**config.mk**
```make
export PLATFORM = sky130hd
export DESIGN_NAME = ocm_swio_flat
export DESIGN_NICKNAME = d
export VERILOG_FILES = /design/src/rtl/ocm_swio_if.sv /design/src/rtl/ocm_swio.sv /design/src/flat_wrapper.sv
export SDC_FILE = /design/constraint.sdc
export NUM_CORES = 1
export LEC_CHECK = 0
export ABC_CLOCK_PERIOD_IN_PS = 2410
export BUFFER_PORTS_ARGS = -buffer_cell sky130_fd_sc_hd__buf_2
export CAP_MARGIN = 25
export CORE_MARGIN = 5
export CORE_UTILIZATION = 48
export DETAILED_ROUTE_END_ITERATION = 10
export PLACE_DENSITY = 0.75
export SLEW_MARGIN = 5
export SYNTH_ARGS = -nofsm -noshare
export SYNTH_HDL_FRONTEND = slang
export SYNTH_SLANG_ARGS = --single-unit
```
**constraint.sdc**
```tcl
create_clock -name clk -period 2.41 [get_ports clk]
set_input_delay 0.1205 -clock clk [delete_from_list [all_inputs] [get_ports clk]]
set_output_delay 0.1205 -clock clk [all_outputs]
set_load 0.01 [all_outputs]
```
**src/rtl/ocm_swio_if.sv**
```systemverilog
// CPU I/O bus and smart-command stream between the OCM CPU side and ocm_swio.
// master = CPU/host side, slave = the switched-I/O register file.
interface ocm_swio_if;
  logic       req;
  logic       iorq;
  logic       m1;
  logic       rd;
  logic       wr;
  logic [7:0] addr;
  logic [7:0] data_in;
  logic [7:0] data_out;
  logic       data_out_valid;
  logic [7:0] cmd_data;
  logic       cmd_valid;
  logic       cmd_ready;
  logic       cmd_overflow;

  modport master (
    output req, iorq, m1, rd, wr, addr, data_in, cmd_ready,
    input  data_out, data_out_valid, cmd_data, cmd_valid, cmd_overflow
  );

  modport slave (
    input  req, iorq, m1, rd, wr, addr, data_in, cmd_ready,
    output data_out, data_out_valid, cmd_data, cmd_valid, cmd_overflow
  );
endinterface

```
**src/rtl/ocm_swio.sv**
```systemverilog
// Switched-I/O register file for ports 0x40-0x4F: manufacturer ID select,
// 1chipMSX extension registers and a smart-command FIFO toward the host.
module ocm_swio #(
  parameter int         CMD_FIFO_DEPTH = 4,
  parameter logic [7:0] ID_MSX         = 8'h08,
  parameter logic [7:0] ID_OCM         = 8'hD4
) (
  input  logic       clk,
  input  logic       reset,
  ocm_swio_if.slave  bus,
  input  logic       boot_active,
  output logic [7:0] io40_n,
  output logic       jis2_ena,
  output logic       portf4_mode,
  output logic       warm_logo_off,
  output logic [7:0] dip_sw
);

  localparam int AW = (CMD_FIFO_DEPTH > 1) ? $clog2(CMD_FIFO_DEPTH) : 1;

  typedef struct packed {
    logic       wr;
    logic       rd;
    logic [3:0] reg_sel;
  } dec_t;

  dec_t          dec;
  logic          hit;
  logic          ocm_sel;
  logic [AW-1:0] wr_ptr, rd_ptr;
  logic [AW:0]   count;
  logic [7:0]    mem [CMD_FIFO_DEPTH];
  logic          full;
  logic          push_req, push, pop;
  logic          ovf_set, stat_rd;
  logic [7:0]    rd_data;
  logic [7:0]    id_n_next;

  assign hit         = bus.req & bus.iorq & ~bus.m1 & (bus.addr[7:4] == 4'h4);
  assign dec.wr      = hit & bus.wr;
  assign dec.rd      = hit & bus.rd & ~bus.wr;
  assign dec.reg_sel = bus.addr[3:0];

  assign ocm_sel = (io40_n == ~ID_OCM);

  assign full     = (count == (AW+1)'(CMD_FIFO_DEPTH));
  assign pop      = bus.cmd_valid & bus.cmd_ready;
  assign push_req = dec.wr & ocm_sel & (dec.reg_sel == 4'h1);
  // A pop in the same cycle frees the slot, so a full FIFO can still accept.
  assign push     = push_req & (~full | pop);
  assign ovf_set  = push_req & full & ~pop;
  assign stat_rd  = dec.rd & ocm_sel & (dec.reg_sel == 4'h1);

  assign bus.cmd_valid = (count != '0);
  assign bus.cmd_data  = bus.cmd_valid ? mem[rd_ptr] : 8'h00;

  always_comb begin
    id_n_next = 8'hFF;
    if (bus.data_in == ID_MSX)      id_n_next = ~ID_MSX;
    else if (bus.data_in == ID_OCM) id_n_next = ~ID_OCM;
  end

  always_comb begin
    rd_data = 8'hFF;
    case (dec.reg_sel)
      4'h0: rd_data = ~io40_n;
      4'h1: if (ocm_sel) rd_data = {bus.cmd_overflow, 3'b000, 4'(count)};
      4'h2: if (ocm_sel) rd_data = dip_sw;
      default: rd_data = 8'hFF;
    endcase
  end

  always_ff @(posedge clk) begin
    if (push) mem[wr_ptr] <= bus.data_in;
  end

  always_ff @(posedge clk or posedge reset) begin
    if (reset) begin
      io40_n             <= 8'hFF;
      dip_sw             <= 8'h00;
      jis2_ena           <= 1'b0;
      portf4_mode        <= 1'b0;
      warm_logo_off      <= 1'b0;
      wr_ptr             <= '0;
      rd_ptr             <= '0;
      count              <= '0;
      bus.cmd_overflow   <= 1'b0;
      bus.data_out       <= 8'hFF;
      bus.data_out_valid <= 1'b0;
    end else begin
      if (dec.wr) begin
        case (dec.reg_sel)
          4'h0: io40_n <= id_n_next;
          4'h2: if (ocm_sel) dip_sw <= bus.data_in;
          4'hE: if (ocm_sel & boot_active) jis2_ena <= ~bus.data_in[7];
          4'hF: if (ocm_sel & boot_active) begin
            portf4_mode   <= ~bus.data_in[7];
            warm_logo_off <= ~bus.data_in[7];
          end
          default: ;
        endcase
      end

      if (push) wr_ptr <= wr_ptr + 1'b1;
      if (pop)  rd_ptr <= rd_ptr + 1'b1;
      if (push & ~pop)      count <= count + 1'b1;
      else if (pop & ~push) count <= count - 1'b1;

      // Status read clears the sticky flag, but a fresh drop in that cycle wins.
      if (ovf_set)      bus.cmd_overflow <= 1'b1;
      else if (stat_rd) bus.cmd_overflow <= 1'b0;

      bus.data_out       <= dec.rd ? rd_data : 8'hFF;
      bus.data_out_valid <= dec.rd;
    end
  end

endmodule

```
**src/flat_wrapper.sv**
```systemverilog
// flat-port wrapper written by rule: the top's interface ports become plain ports
module ocm_swio_flat 
#(
  parameter int         CMD_FIFO_DEPTH = 4,
  parameter logic [7:0] ID_MSX         = 8'h08,
  parameter logic [7:0] ID_OCM         = 8'hD4
)
  (clk, reset, boot_active, io40_n, jis2_ena, portf4_mode, warm_logo_off, dip_sw, bus_req, bus_iorq, bus_m1, bus_rd, bus_wr, bus_addr, bus_data_in, bus_cmd_ready, bus_data_out, bus_data_out_valid, bus_cmd_data, bus_cmd_valid, bus_cmd_overflow);
  ocm_swio_if bus_i ();
  input  logic clk;
  input  logic reset;
  input  logic boot_active;
  output logic [7:0] io40_n;
  output logic jis2_ena;
  output logic portf4_mode;
  output logic warm_logo_off;
  output logic [7:0] dip_sw;
  input wire logic [$bits(bus_i.req)-1:0] bus_req;
  input wire logic [$bits(bus_i.iorq)-1:0] bus_iorq;
  input wire logic [$bits(bus_i.m1)-1:0] bus_m1;
  input wire logic [$bits(bus_i.rd)-1:0] bus_rd;
  input wire logic [$bits(bus_i.wr)-1:0] bus_wr;
  input wire logic [$bits(bus_i.addr)-1:0] bus_addr;
  input wire logic [$bits(bus_i.data_in)-1:0] bus_data_in;
  input wire logic [$bits(bus_i.cmd_ready)-1:0] bus_cmd_ready;
  output wire logic [$bits(bus_i.data_out)-1:0] bus_data_out;
  output wire logic [$bits(bus_i.data_out_valid)-1:0] bus_data_out_valid;
  output wire logic [$bits(bus_i.cmd_data)-1:0] bus_cmd_data;
  output wire logic [$bits(bus_i.cmd_valid)-1:0] bus_cmd_valid;
  output wire logic [$bits(bus_i.cmd_overflow)-1:0] bus_cmd_overflow;
  assign bus_i.req = bus_req;
  assign bus_i.iorq = bus_iorq;
  assign bus_i.m1 = bus_m1;
  assign bus_i.rd = bus_rd;
  assign bus_i.wr = bus_wr;
  assign bus_i.addr = bus_addr;
  assign bus_i.data_in = bus_data_in;
  assign bus_i.cmd_ready = bus_cmd_ready;
  assign bus_data_out = bus_i.data_out;
  assign bus_data_out_valid = bus_i.data_out_valid;
  assign bus_cmd_data = bus_i.cmd_data;
  assign bus_cmd_valid = bus_i.cmd_valid;
  assign bus_cmd_overflow = bus_i.cmd_overflow;
  ocm_swio #(.CMD_FIFO_DEPTH(CMD_FIFO_DEPTH), .ID_MSX(ID_MSX), .ID_OCM(ID_OCM)) u_core (.clk(clk), .reset(reset), .bus(bus_i), .boot_active(boot_active), .io40_n(io40_n), .jis2_ena(jis2_ena), .portf4_mode(portf4_mode), .warm_logo_off(warm_logo_off), .dip_sw(dip_sw));
endmodule
```
==> run summary <==
# IOs: 63
Vias: 1787
TritonCTS Buffers: 9
Commonest cells post-synth: 32 x edfxtp_1, 19 x dfrtp_1, 15 x and2_1
Wire length on met3: 282 um
Setup crit start kind: register
DR pass1 iterations: 4
Final Cycle Share: 0.920
Post-synth cell types: 46
CTS H-tree lvls: 3
Vias per inst: 5.27
Port bufs: 59
Wire length on met2: 2870 um
Met1 wire length: 2470 um
Clock buffer depth: 2
Worst reg2reg path depth: 9
Core area: 0.00557 mm^2
CP Capture Type: register
Synth top area cells: edfxtp_1 34%, dfrtp_1 17%, dfstp_2 9.4%, mux4_2 6.4%, and2_1 3.4%
Total grt overflow: 0
Die area: 0.00746 mm^2
Post-synthesis compound-gate area fraction: 0.0536
Syn_area_per_cell: 14.4 um^2
Max Cap Violations: 0
Synth Flop Type: edfxtp_1
Starting Density: 0.502
P per Cell Area: 772 mW/mm^2
CTS tree: done
Largest net degree at the start of global routing: 24
# clock sinks: 61
Nets@finish: 293
CTS Hold Buffers Added: 0
Reg-to-reg slack, setup: 0.19 ns
Post-CTS setup buffer count: 0
Number of hold violations in the final report: 19
Max FO, Critical Path: 5
Gp weighted congestion: 0.879
Post-synthesis sequential area ratio: 0.607
Top-area cell type share of the netlist area: 0.343
Setup Crit Path Kind: register to register
Setup TNS: 0 ns
Routed WL: 5700 um
Gate count of the mapped netlist: 195
Max Clock Freq: 0.451 GHz
Post-Synth XOR/XNOR Area: 0.0219
Final setup fails: 0
Initial antenna violation count: 0
Fraction of layout instances using a drive strength above 1: 0.408
Diodes inserted: 0
Synth Register Bits: 61
Area leader, netlist: edfxtp_1
Mapped Area: 0.00280 mm^2
Post-synth EDFFs: 32
Die Wd: 86.4 um
Fin Hold WS: -0.0270 ns
Worst Tran Pin Value: 0.893 ns
Mux cell area share after synthesis: 0.113
Wire length per cell: 16.8 um
Period minus WS final: 2.22 ns
First-pass GRT wire length: 9200 um
Post-synthesis simple-gate area fraction: 0.134
Die Height: 86.4 um
Gr usage total: 0.164
Fill cells: 445
Worst-Skew Late Latency: 0.33 ns
Setup ws final: 0.194 ns
Worst slew margin: 0.404
Peak VDD IR: 0.403 mV
Vias in the first global route: 1839
Most common cell in the synthesized netlist: edfxtp_1
Place WS: 0.160 ns
Worst-path clk slew: 0.07 ns
Adder-Cell Fraction of Synth Area: 0.0295
DP Wirelength: 4200 um
Unrepaired setup endpoints after global routing: no
Clk_skew: 0.00782 ns
Drc violations: 0
Top Layer Used: met4
Ys Warns: 0
Root buffer cell: clkbuf_8
Required time worst endpoint: 2.66 ns
Leak: 1.40 nW
Ys async rst share: 0.475
Pwr Total: 0.00257 W
Failing checks: negative hold slack
Initial drt markers: 105
Slew Viols, Final: 0
RR Endpoint: u_core.count[2]$_DFFE_PP0P_
FF-to-FF Start: u_core.io40_n[3]$_DFFE_PP1P_
Layout area overhead: 18.9%
Status: complete, but fails checks
Main combinational cell family by area after synthesis: simple AND/OR/NAND/NOR gates
FP Rows: 27
Hold crit path type: primary input to async pin
Data arrival, critical path: 2.47 ns
Number of routed nets with antenna violations: 0
[where the power goes]
group / switching [W] / leakage [nW] / internal [W] / total [W]
Sequential: 0.000127 / 0.631 / 0.00115 / 0.00127
Combinational: 0.000238 / 0.688 / 0.000326 / 0.000563
Clock: 0.000375 / 0.0809 / 0.000360 / 0.000735
Total: 0.000740 / 1.40 / 0.00183 / 0.00257
[per-stage QoR]
step / hold slack [ns] / instances / utilization / instance area, um^2
floorplan: 0.191 / 197 / - / 2810
global placement: 0.359 / 323 / 0.568 / 3160
detailed placement: 0.367 / 323 / 0.568 / 3160
CTS: 0.00179 / 339 / 0.596 / 3320
global route: 0.0535 / 339 / 0.597 / 3330
finish: -0.0270 / 339 / 0.597 / 3330
[placed cells by master, fill, tap and decap left out, types with 4 or more instances in the layout]
cell type,instances
ha_1,4
buf_4,7
mux2_1,8
inv_1,8
and2_1,15
clkbuf_8,9
nand3_1,4
dfrtp_1,19
buf_2,59
nor2_1,8
nand2_1,8
xnor2_1,5
mux4_2,8
o21ai_1,8
dfstp_2,10
edfxtp_1,32
[critical path, cell delays in order, from the launching register on]
cell and delay (ns):
dfstp_2 0.57, nor2b_2 0.18, nand2_2 0.09, nor3_4 0.18
ha_2 0.21, inv_1 0.05, fa_1 0.37, xor2_1 0.18
nor2_1 0.12, xor2_1 0.17
[timing repair]
action	CTS	global route
endpoints found under the hold margin	0	0
endpoints found under the setup margin	0	1
gates resized for setup	0	3
[per-layer routing]
layer / GRT usage / vias to the layer above
met5: 0 / -
met1: 0.209 / 889
li1: - / 843
met4: 0.0722 / 0
met2: 0.268 / 46
met3: 0.0380 / 9
[cell type report]
cell class | count | area, um^2 | share of cell area
Sequential cell | 61 | 1700 | 0.510
Multi-Input combinational cell | 116 | 1000 | 0.302
Timing Repair Buffer | 66 | 348 | 0.104
Clock buffer | 10 | 128 | 0.0383
Tap cell | 72 | 90.1 | 0.0271
Clock inverter | 6 | 30.0 | 0.00902
Inverter | 8 | 30.0 | 0.00902
[logic make-up after synthesis]
group           count (synthesis)
flops                          61
simple gates                   59
compound gates                 21
mux                            20
buf+inv                        20
xor+xnor                        7
fa+ha+maj                       6
other cells                     1
[sequential cells by signal, summed over array words and instances (netlist names)]
register	cells
u_core.mem	32
u_core.portf4_mode	1
u_core.bus.data_out	8
u_core.bus.data_out_valid	1
u_core.wr_ptr	2
u_core.io40_n	2
u_core.bus.cmd_overflow	1
u_core.count	3
u_core.rd_ptr	2
u_core.jis2_ena	1
u_core.dip_sw	8
[how the worst max path moves through the flow]
stage | from | to | slack, ns | cells after the start
floorplan | u_core.io40_n[3]$_DFFE_PP1P_ | u_core.count[2]$_DFFE_PP0P_ | 0.12 | 9
global placement | u_core.io40_n[3]$_DFFE_PP1P_ | u_core.count[2]$_DFFE_PP0P_ | 0.30 | 9
detailed placement | u_core.io40_n[3]$_DFFE_PP1P_ | u_core.count[2]$_DFFE_PP0P_ | 0.16 | 9
CTS | u_core.io40_n[3]$_DFFE_PP1P_ | u_core.count[2]$_DFFE_PP0P_ | 0.14 | 9
global route | u_core.io40_n[3]$_DFFE_PP1P_ | u_core.count[2]$_DFFE_PP0P_ | 0.02 | 9
finish | u_core.io40_n[3]$_DFFE_PP1P_ | u_core.count[2]$_DFFE_PP0P_ | 0.19 | 9
Note: power is estimated with default switching activity, not from simulation.
